`config.mk`:
```
export PLATFORM = sky130hd
export DESIGN_NAME = gf7_pow
export DESIGN_NICKNAME = d
export VERILOG_FILES = /design/src/rtl/gf7_pkg.sv /design/src/rtl/gf7_mul.sv /design/src/rtl/gf7_pow.sv
export SDC_FILE = /design/constraint.sdc
export NUM_CORES = 1
export LEC_CHECK = 0
export BUFFER_PORTS_ARGS = -buffer_cell sky130_fd_sc_hd__buf_4
export CORE_MARGIN = 3
export CORE_UTILIZATION = 50
export CTS_BUF_LIST = sky130_fd_sc_hd__clkbuf_2 sky130_fd_sc_hd__clkbuf_4 sky130_fd_sc_hd__clkbuf_8
export CTS_CLUSTER_SIZE = 24
export DETAILED_ROUTE_END_ITERATION = 10
export GPL_TIMING_DRIVEN = 0
export HOLD_SLACK_MARGIN = 0.15
export PLACE_DENSITY = 0.73
export SYNTH_ARGS = -nofsm -noshare
export SYNTH_HDL_FRONTEND = slang
export SYNTH_SLANG_ARGS = --single-unit
```
`constraint.sdc`:
```
create_clock -name clk -period 3.7 [get_ports clk]
set_input_delay 0 -clock clk [delete_from_list [all_inputs] [get_ports clk]]
set_output_delay 0 -clock clk [all_outputs]
set_load 0.02 [all_outputs]
```
`src/rtl/gf7_pkg.sv`:
```
// gf7_pkg: shared constants and FSM state type for the GF(2^7) exponentiator.
// Field is GF(2^7), reduced by x^7 + x + 1.
package gf7_pkg;

  localparam int         GF_M        = 7;
  localparam logic [6:0] GF_POLY_LOW = 7'h03;
  localparam logic [6:0] GF_ONE      = 7'h01;
  localparam logic [6:0] GF_INV_EXP  = 7'd126;

  typedef enum logic [1:0] {
    IDLE,
    SQR,
    MUL,
    DONE
  } state_e;

endpackage

```
`src/rtl/gf7_mul.sv`:
```
// gf7_mul: combinational GF(2^7) multiplier.
// Carry-less 7x7 product, then fold high terms using x^7 = x + 1.
module gf7_mul
  import gf7_pkg::*;
(
  input  logic [GF_M-1:0] a_i,
  input  logic [GF_M-1:0] b_i,
  output logic [GF_M-1:0] p_o
);

  logic [2*GF_M-2:0] full;

  // Shift-and-xor product, then reduce from the top term down
  always_comb begin
    full = '0;
    for (int i = 0; i < GF_M; i++) begin
      if (b_i[i]) begin
        full = full ^ ({{(GF_M-1){1'b0}}, a_i} << i);
      end
    end
    for (int i = 2*GF_M-2; i >= GF_M; i--) begin
      if (full[i]) begin
        full = full ^ ({{(GF_M-2){1'b0}}, 1'b1, GF_POLY_LOW} << (i - GF_M));
      end
    end
    p_o = full[GF_M-1:0];
  end

endmodule

```
`src/rtl/gf7_pow.sv`:
```
// gf7_pow: base^exp over GF(2^7), left-to-right square-and-multiply.
// Define GF7_POW_INV_EN to add the inv port (forces exponent 126).
module gf7_pow
  import gf7_pkg::*;
(
  input  logic       clk,
  input  logic       rst_n,
  input  logic       start,
  input  logic [6:0] base,
  input  logic [6:0] exp,
`ifdef GF7_POW_INV_EN
  input  logic       inv,
`endif
  output logic       busy,
  output logic       done,
  output logic [6:0] result
);

  state_e     state_q, state_d;
  logic [6:0] acc_q, acc_d;
  logic [6:0] base_q, base_d;
  logic [6:0] exp_q, exp_d;
  logic [6:0] res_q, res_d;
  logic [2:0] idx_q, idx_d;
  logic [6:0] mul_b;
  logic [6:0] prod;
  logic [6:0] exp_sel;

`ifdef GF7_POW_INV_EN
  assign exp_sel = inv ? GF_INV_EXP : exp;
`else
  assign exp_sel = exp;
`endif

  // Operand mux: square in SQR, multiply by base in MUL
  assign mul_b = (state_q == MUL) ? base_q : acc_q;

  gf7_mul u_mul (
    .a_i (acc_q),
    .b_i (mul_b),
    .p_o (prod)
  );

  // Next-state and datapath updates
  always_comb begin
    state_d = state_q;
    acc_d   = acc_q;
    base_d  = base_q;
    exp_d   = exp_q;
    res_d   = res_q;
    idx_d   = idx_q;
    unique case (state_q)
      IDLE, DONE: begin
        if (start) begin
          state_d = SQR;
          base_d  = base;
          exp_d   = exp_sel;
          acc_d   = GF_ONE;
          idx_d   = 3'd6;
        end else begin
          state_d = IDLE;
        end
      end
      SQR: begin
        acc_d   = prod;
        state_d = MUL;
      end
      MUL: begin
        if (exp_q[idx_q]) begin
          acc_d = prod;
        end
        if (idx_q == 3'd0) begin
          state_d = DONE;
          res_d   = exp_q[idx_q] ? prod : acc_q;
        end else begin
          idx_d   = idx_q - 3'd1;
          state_d = SQR;
        end
      end
      default: state_d = IDLE;
    endcase
  end

  // State and datapath registers
  always_ff @(posedge clk or negedge rst_n) begin
    if (!rst_n) begin
      state_q <= IDLE;
      acc_q   <= '0;
      base_q  <= '0;
      exp_q   <= '0;
      res_q   <= '0;
      idx_q   <= '0;
    end else begin
      state_q <= state_d;
      acc_q   <= acc_d;
      base_q  <= base_d;
      exp_q   <= exp_d;
      res_q   <= res_d;
      idx_q   <= idx_d;
    end
  end

  assign busy   = (state_q == SQR) || (state_q == MUL);
  assign done   = (state_q == DONE);
  assign result = res_q;

endmodule
```
Yosys cells after proc, flatten, opt, wreduce, memory -nomap -nowiden:

Cells that the tools add are included.

* register bits: 33
* bits of input ports: 17
* output and inout bits: 9
* logic and storage cells: 58

* $add $sub $neg: 1
* magnitude comparators: 1
* equal/unequal tests: 5
* muxes and demuxes: 25
* bitwise logic cells: 12
* reduce and logical (&&, ||, !) cells: 8

Operators by type and width (number)
* 13-bit 2-to-1 mux: 6
* 7-bit 2-to-1 mux: 5
* 7-bit one-hot mux with 3 select lines: 1
* 13-bit by 10-bit bitwise XOR with 13-bit output: 1
* 13-bit by 11-bit bitwise XOR with 13-bit output: 1
* 13-bit by 12-bit bitwise XOR with 13-bit output: 1
* 13-bit bitwise XOR: 1
* 13-bit by 8-bit bitwise XOR with 13-bit output: 1
* 13-bit by 9-bit bitwise XOR with 13-bit output: 1
* 2-bit inverter: 6
* 3-bit 2-to-1 mux: 3
* 6-bit 2-to-1 mux: 1
* 2-bit one-hot mux with 3 select lines: 1
* 3-bit one-hot mux with 2 select lines: 1
* 5-bit 2-to-1 mux: 1
* 2-bit equality test (second input constant): 2
* 3-bit by 4-bit < comparator with 1-bit output (second input constant): 1
* 2-bit 2-to-1 mux: 2
* 4-bit 2-to-1 mux: 1
* 2-bit != test (second input constant): 2
* 2-bit AND reduction: 2
* 1-bit binary-select mux with 3-bit select: 1
* 3-bit logical NOT: 1
* 3-bit AND reduction: 1
* other kinds (7): 8

Longest topological paths before layout:

* word-level depth: 29
* gate-level depth with buffers: 12

Cells and area by module:

Synthesis repeated with hierarchy kept, for this count alone.

* cells, all modules: 248
* area total of the unflattened synthesis: 2351.0 um2

Modules (own cells, without submodules)
* gf7_pow: times used 1, cells each 148, area each 1695.4 um2
* gf7_mul: times used 1, cells each 100, area each 655.6 um2

Worst setup path before layout:

OpenSTA, ideal clock, no wires.

* path type: register to register
* start: register state_q[0]
* end: register res_q[0] (netlist: result[0])
* setup time: 0.125 ns
* arrival time: 2.442 ns
* data required time: 3.575 ns
* slack: 1.133 ns
* cell stages (with the launch flop): 11
* period minus slack after synthesis: 2.567 ns
* cell sequence: dfrtp_1 inv_1 ha_1 buf_6 mux2_4 nand2_1 xor2_1 xnor3_2 mux2_4 o22a_1 mux2_4

* word-level cells in the longest chain between the ends: 23

RTL lines
* from (decl): line gf7_pow.sv:19 `state_e state_q, state_d;`
* from (signal assigned): line gf7_pow.sv:94 `state_q <= state_d;`
* 2-bit equality test *: line gf7_pow.sv:36, gf7_pow.sv:52
* 7-bit 2-to-1 mux: line gf7_pow.sv:36 `assign mul_b = (state_q == MUL) ? base_q : acc_q;`
* 7-bit 2-to-1 mux: line gf7_mul.sv:17 `if (b_i[i]) begin`
* 13-bit by 8-bit bitwise XOR with 13-bit output: line gf7_mul.sv:18 `full = full ^ ({{(GF_M-1){1'b0}}, a_i} << i);`
* 13-bit 2-to-1 mux: line gf7_mul.sv:17
* 13-bit by 9-bit bitwise XOR with 13-bit output: line gf7_mul.sv:18
* 13-bit 2-to-1 mux: line gf7_mul.sv:17
* 13-bit by 10-bit bitwise XOR with 13-bit output: line gf7_mul.sv:18
* (+7 left out)
* 7-bit 2-to-1 mux: line gf7_mul.sv:22 `if (full[i]) begin`
* 6-bit 2-to-1 mux: line gf7_mul.sv:22
* 5-bit 2-to-1 mux: line gf7_mul.sv:22
* 4-bit 2-to-1 mux: line gf7_mul.sv:22
* 3-bit 2-to-1 mux: line gf7_mul.sv:22
* 2-bit inverter (no source line)
* 2-bit 2-to-1 mux: line gf7_mul.sv:22
* 7-bit 2-to-1 mux
* to (signal assigned): line gf7_pow.sv:98 `res_q <= res_d;`
* to (decl): line gf7_pow.sv:23 `logic [6:0] res_q, res_d;`

Mark *: on every way between the ends. The rest lies on a longest branch, timed or not.
A chain may end at the register's enable or synchronous reset.

Worst setup path after layout:

* start: register state_q[0]
* end: register acc_q[2]

* word-level cells in the longest chain between the ends: 24

RTL lines
* 2-bit equality test: line gf7_pow.sv:36, gf7_pow.sv:52
* 7-bit 2-to-1 mux: line gf7_pow.sv:36
* 7-bit 2-to-1 mux: line gf7_mul.sv:17
* 13-bit by 8-bit bitwise XOR with 13-bit output: line gf7_mul.sv:18
* 13-bit 2-to-1 mux: line gf7_mul.sv:17
* 13-bit by 9-bit bitwise XOR with 13-bit output: line gf7_mul.sv:18
* 13-bit 2-to-1 mux: line gf7_mul.sv:17
* 13-bit by 10-bit bitwise XOR with 13-bit output: line gf7_mul.sv:18
* (+8 left out)
* 6-bit 2-to-1 mux: line gf7_mul.sv:22
* 5-bit 2-to-1 mux: line gf7_mul.sv:22
* 2-bit inverter (no source line)
* 4-bit 2-to-1 mux: line gf7_mul.sv:22
* 2-bit inverter (no source line)
* 3-bit 2-to-1 mux: line gf7_mul.sv:22
* 7-bit 2-to-1 mux: line gf7_pow.sv:69 `if (exp_q[idx_q]) begin`
* 7-bit one-hot mux with 3 select lines: line gf7_pow.sv:52 `unique case (state_q)`
* to (signal assigned): line gf7_pow.sv:88 `acc_q <= '0;`
* to (signal assigned): line gf7_pow.sv:95 `acc_q <= acc_d;`
* to (decl): line gf7_pow.sv:20 `logic [6:0] acc_q, acc_d;`

Parallel ways exist; a longest one is shown, timed or not.

==> run metrics <==
result of the run finished, final reports clean; Synth async-reset ratio 100%; number of primary I/O pins 26; number of different library cells in the post-synthesis netlist 55; number of global-route vias before repair 2392; number of levels the H-tree was split into 2; clock transition time at the flip-flop clock pins of the worst setup and hold paths 0.06 ns; most frequently used cell type in the post-synthesis netlist sky130_fd_sc_hd__nand2_1; largest net degree at the start of global routing 34; utilization after layout 62.7%; vertical die dimension 79.7 um; setup repair after global routing missed its margin no; cell accounting for the most synthesized area sky130_fd_sc_hd__dfrtp_1; Final Hold Vio Count 0; worst slew pin tran 0.680 ns; Worst Clk Skew 0.0111 ns; destination of the critical timing path acc_q[2]$_DFFE_PN0P_; final routed wirelength across all metal layers 6.75 mm; Yosys warning total 0; FF+latch count, synth 33; Post-route DRC 0; Max VDD drop 405 uV; Routed wire per std cell 15.8 um; capture instance of the worst register-to-register path acc_q[2]$_DFFE_PN0P_; min Tclk post-route 2.83 ns; # port buffers 25; data arrival time of the critical path 3.03 ns; required time at the endpoint of the critical path 3.90 ns; detailed-routing iteration count for the pre-antenna-repair pass 4; first-pass GRT wire length 11.6 mm; most frequently used flop master after synthesis sky130_fd_sc_hd__dfrtp_1; maximum fanout along the worst path 10; 1st-iter DRT viols 245; # Post-CTS Setup Buffers 0; number of max-cap violations 0; CTS Root Cell sky130_fd_sc_hd__clkbuf_8; Rel. slew slack 54.5%; DIE WIDTH 79.7 um; critical setup path kind flip-flop to flip-flop; HPWL after detailed placement 4.89 mm; startpoint class of the critical path flip-flop; top post-synthesis cells by count sky130_fd_sc_hd__nand2_1 (50), sky130_fd_sc_hd__dfrtp_1 (33), sky130_fd_sc_hd__clkbuf_1 (20); total count of max-transition violations in the final report 0; core area 0.00517 sq mm; Yosys top cell area share 30.4%; first element of the critical path state_q[0]$_DFF_PN0_; total number of placement rows 26; starting density of the core 52.6%; share of post-route cells with drive strength above 1 19.1%; final antenna-violating net count 0; initial antenna violation count 0; cell area after synthesis 0.00272 sq mm; Total Die Area 0.00636 sq mm; static leakage power 0.00134 uW; later-pin clock latency in the skew report 0.29 ns; Layout Area Growth over Synthesis 19.3%; Remaining Overflow, GRT 0; largest cells by area after synthesis sky130_fd_sc_hd__dfrtp_1 (30%), sky130_fd_sc_hd__nand2_1 (6.9%), sky130_fd_sc_hd__mux2_2 (6.6%), sky130_fd_sc_hd__xnor2_1 (4.2%), sky130_fd_sc_hd__mux2i_1 (3.7%); worst r2r path cells 12; final-layout setup total negative slack 0 ns; share of the yosys chip area belonging to registers 30.4%; GPL Wtd Cong 0.915; Via density 5.69; number of synthesized flops with an enable pin 0; endpoint kind of the worst setup timing path flip-flop; path class of the lowest-slack min-delay path input port to async pin; Mapped Nets 330; Bufs on Longest Clock Path 2; FF-to-FF Start state_q[0]$_DFF_PN0_; highest clock frequency the design can meet 353 MHz; final worst path period share 76.5%; Post-Syn Area per Cell 8.83 sq um; aggregate global-route resource usage 23.6%; total power draw 1960 uW; cell area power density 603 mW/mm^2; number of standard cells after synthesis 308; number of vias in the routed layout 2424; Resized cells post-CTS 0; # setup viols final 0; nets 378; number of sinks handled by clock tree synthesis 33; worst reg2reg setup slack 0.87 ns; Antenna Diode Count 0; TritonCTS clock tree yes; number of buffers added by the clock tree synthesis step 5
==> cell families (layout without fill, tap and decap cells) <==
kind of cell | count (synthesis) | after routing | share of synthesized area, %
adders and majority gates | 5 | 5 | 2.30
buffers and inverters | 42 | 90 | 6.49
muxes | 34 | 34 | 15.3
xor gates and xnor gates | 26 | 26 | 11.0
and+or+nand+nor | 95 | 95 | 15.8
AOI/OAI and AO/OA | 73 | 73 | 18.7
DFF | 33 | 33 | 30.4
==> worst min-delay path by stage <==
stage | slack, ns | start | end | cells after the start
2_1_floorplan | -0.30 | rst_n | acc_q[0]$_DFFE_PN0P_ | 0
3_3_place_gp | -0.02 | rst_n | acc_q[5]$_DFFE_PN0P_ | 1
3_5_place_dp | -0.02 | rst_n | acc_q[5]$_DFFE_PN0P_ | 1
4_1_cts | 0.21 | rst_n | base_q[3]$_DFFE_PN0P_ | 2
5_1_grt | 0.23 | rst_n | exp_q[1]$_DFFE_PN0P_ | 2
6_report | 0.19 | rst_n | acc_q[4]$_DFFE_PN0P_ | 2
==> final cells by class <==
| type | count | area [sq um] |
|---|---|---|
| fillers | 448 | 1930 |
| multi-input cells | 233 | 1720 |
| flip-flops and latches | 33 | 826 |
| repair buffers | 41 | 348 |
| plain buffers | 26 | 116 |
| clock buffers | 7 | 90.1 |
| well taps | 70 | 87.6 |
| inverters | 16 | 60.1 |
==> where the power goes <==
group / internal [uW] / total [uW] / switching [uW]
combinational: 476 / 1110 / 637
sequential: 475 / 560 / 85.3
clock: 155 / 285 / 130
==> what timing repair did <==
item / 4_1_cts / 5_1_grt
hold endpoints to repair: 48 / 0
endpoints found under the setup margin: 0 / 0
hold buffers: 16 / 0
==> metal layers <==
metal  vias to the layer above  share of wire (%)  global-route usage, %
li1                       1178                  -                      -
met1                      1163                 44                   30.2
met2                        71                 49                   39.2
met3                        12                5.0                   5.42
met4                         0                1.6                   8.11
met5                         -                  0                      0
==> flip-flops by register name (all words and copies together) (netlist names) <==
name,cells
acc_q,7
base_q,7
exp_q,7
result,7
idx_q,3
state_q,2
==> worst max-delay path, stage by stage, from the launching register on <==
cell                       delay [ns]
sky130_fd_sc_hd__dfrtp_1         0.40
sky130_fd_sc_hd__inv_1           0.06
sky130_fd_sc_hd__ha_1            0.18
sky130_fd_sc_hd__buf_6           0.14
sky130_fd_sc_hd__buf_6           0.16
sky130_fd_sc_hd__clkbuf_1        0.36
sky130_fd_sc_hd__buf_2           0.30
sky130_fd_sc_hd__buf_1           0.37
sky130_fd_sc_hd__o21ai_0         0.17
sky130_fd_sc_hd__a21oi_1         0.18
sky130_fd_sc_hd__or2_2           0.13
sky130_fd_sc_hd__o41ai_1         0.06
sky130_fd_sc_hd__a211oi_1        0.22
==> stage by stage <==
| step | setup slack [ns] | area (sq um) | hold slack, ns | cells |
|---|---|---|---|---|
| after floorplan | 1.13 | 2720 | -0.296 | 308 |
| after global placement | 0.918 | 2990 | -0.0237 | 403 |
| after detailed placement | 0.895 | 2990 | -0.0201 | 403 |
| after CTS | 0.884 | 3240 | 0.214 | 426 |
| after global routing | 0.572 | 3240 | 0.226 | 426 |
| final | 0.869 | 3240 | 0.190 | 426 |
==> layout by cell type, fill, tap and decap left out, types with 10 or more instances in the layout <==
cell type	n
sky130_fd_sc_hd__a21oi_1	16
sky130_fd_sc_hd__buf_4	25
sky130_fd_sc_hd__clkbuf_1	20
sky130_fd_sc_hd__dfrtp_1	33
sky130_fd_sc_hd__dlygate4sd3_1	16
sky130_fd_sc_hd__inv_1	16
sky130_fd_sc_hd__mux2_2	16
sky130_fd_sc_hd__mux2i_1	10
sky130_fd_sc_hd__nand2_1	50
sky130_fd_sc_hd__nand3_1	12
sky130_fd_sc_hd__nor2_1	10
sky130_fd_sc_hd__o21ai_0	13
sky130_fd_sc_hd__xnor2_1	13
(Power assumes the default switching activity.)
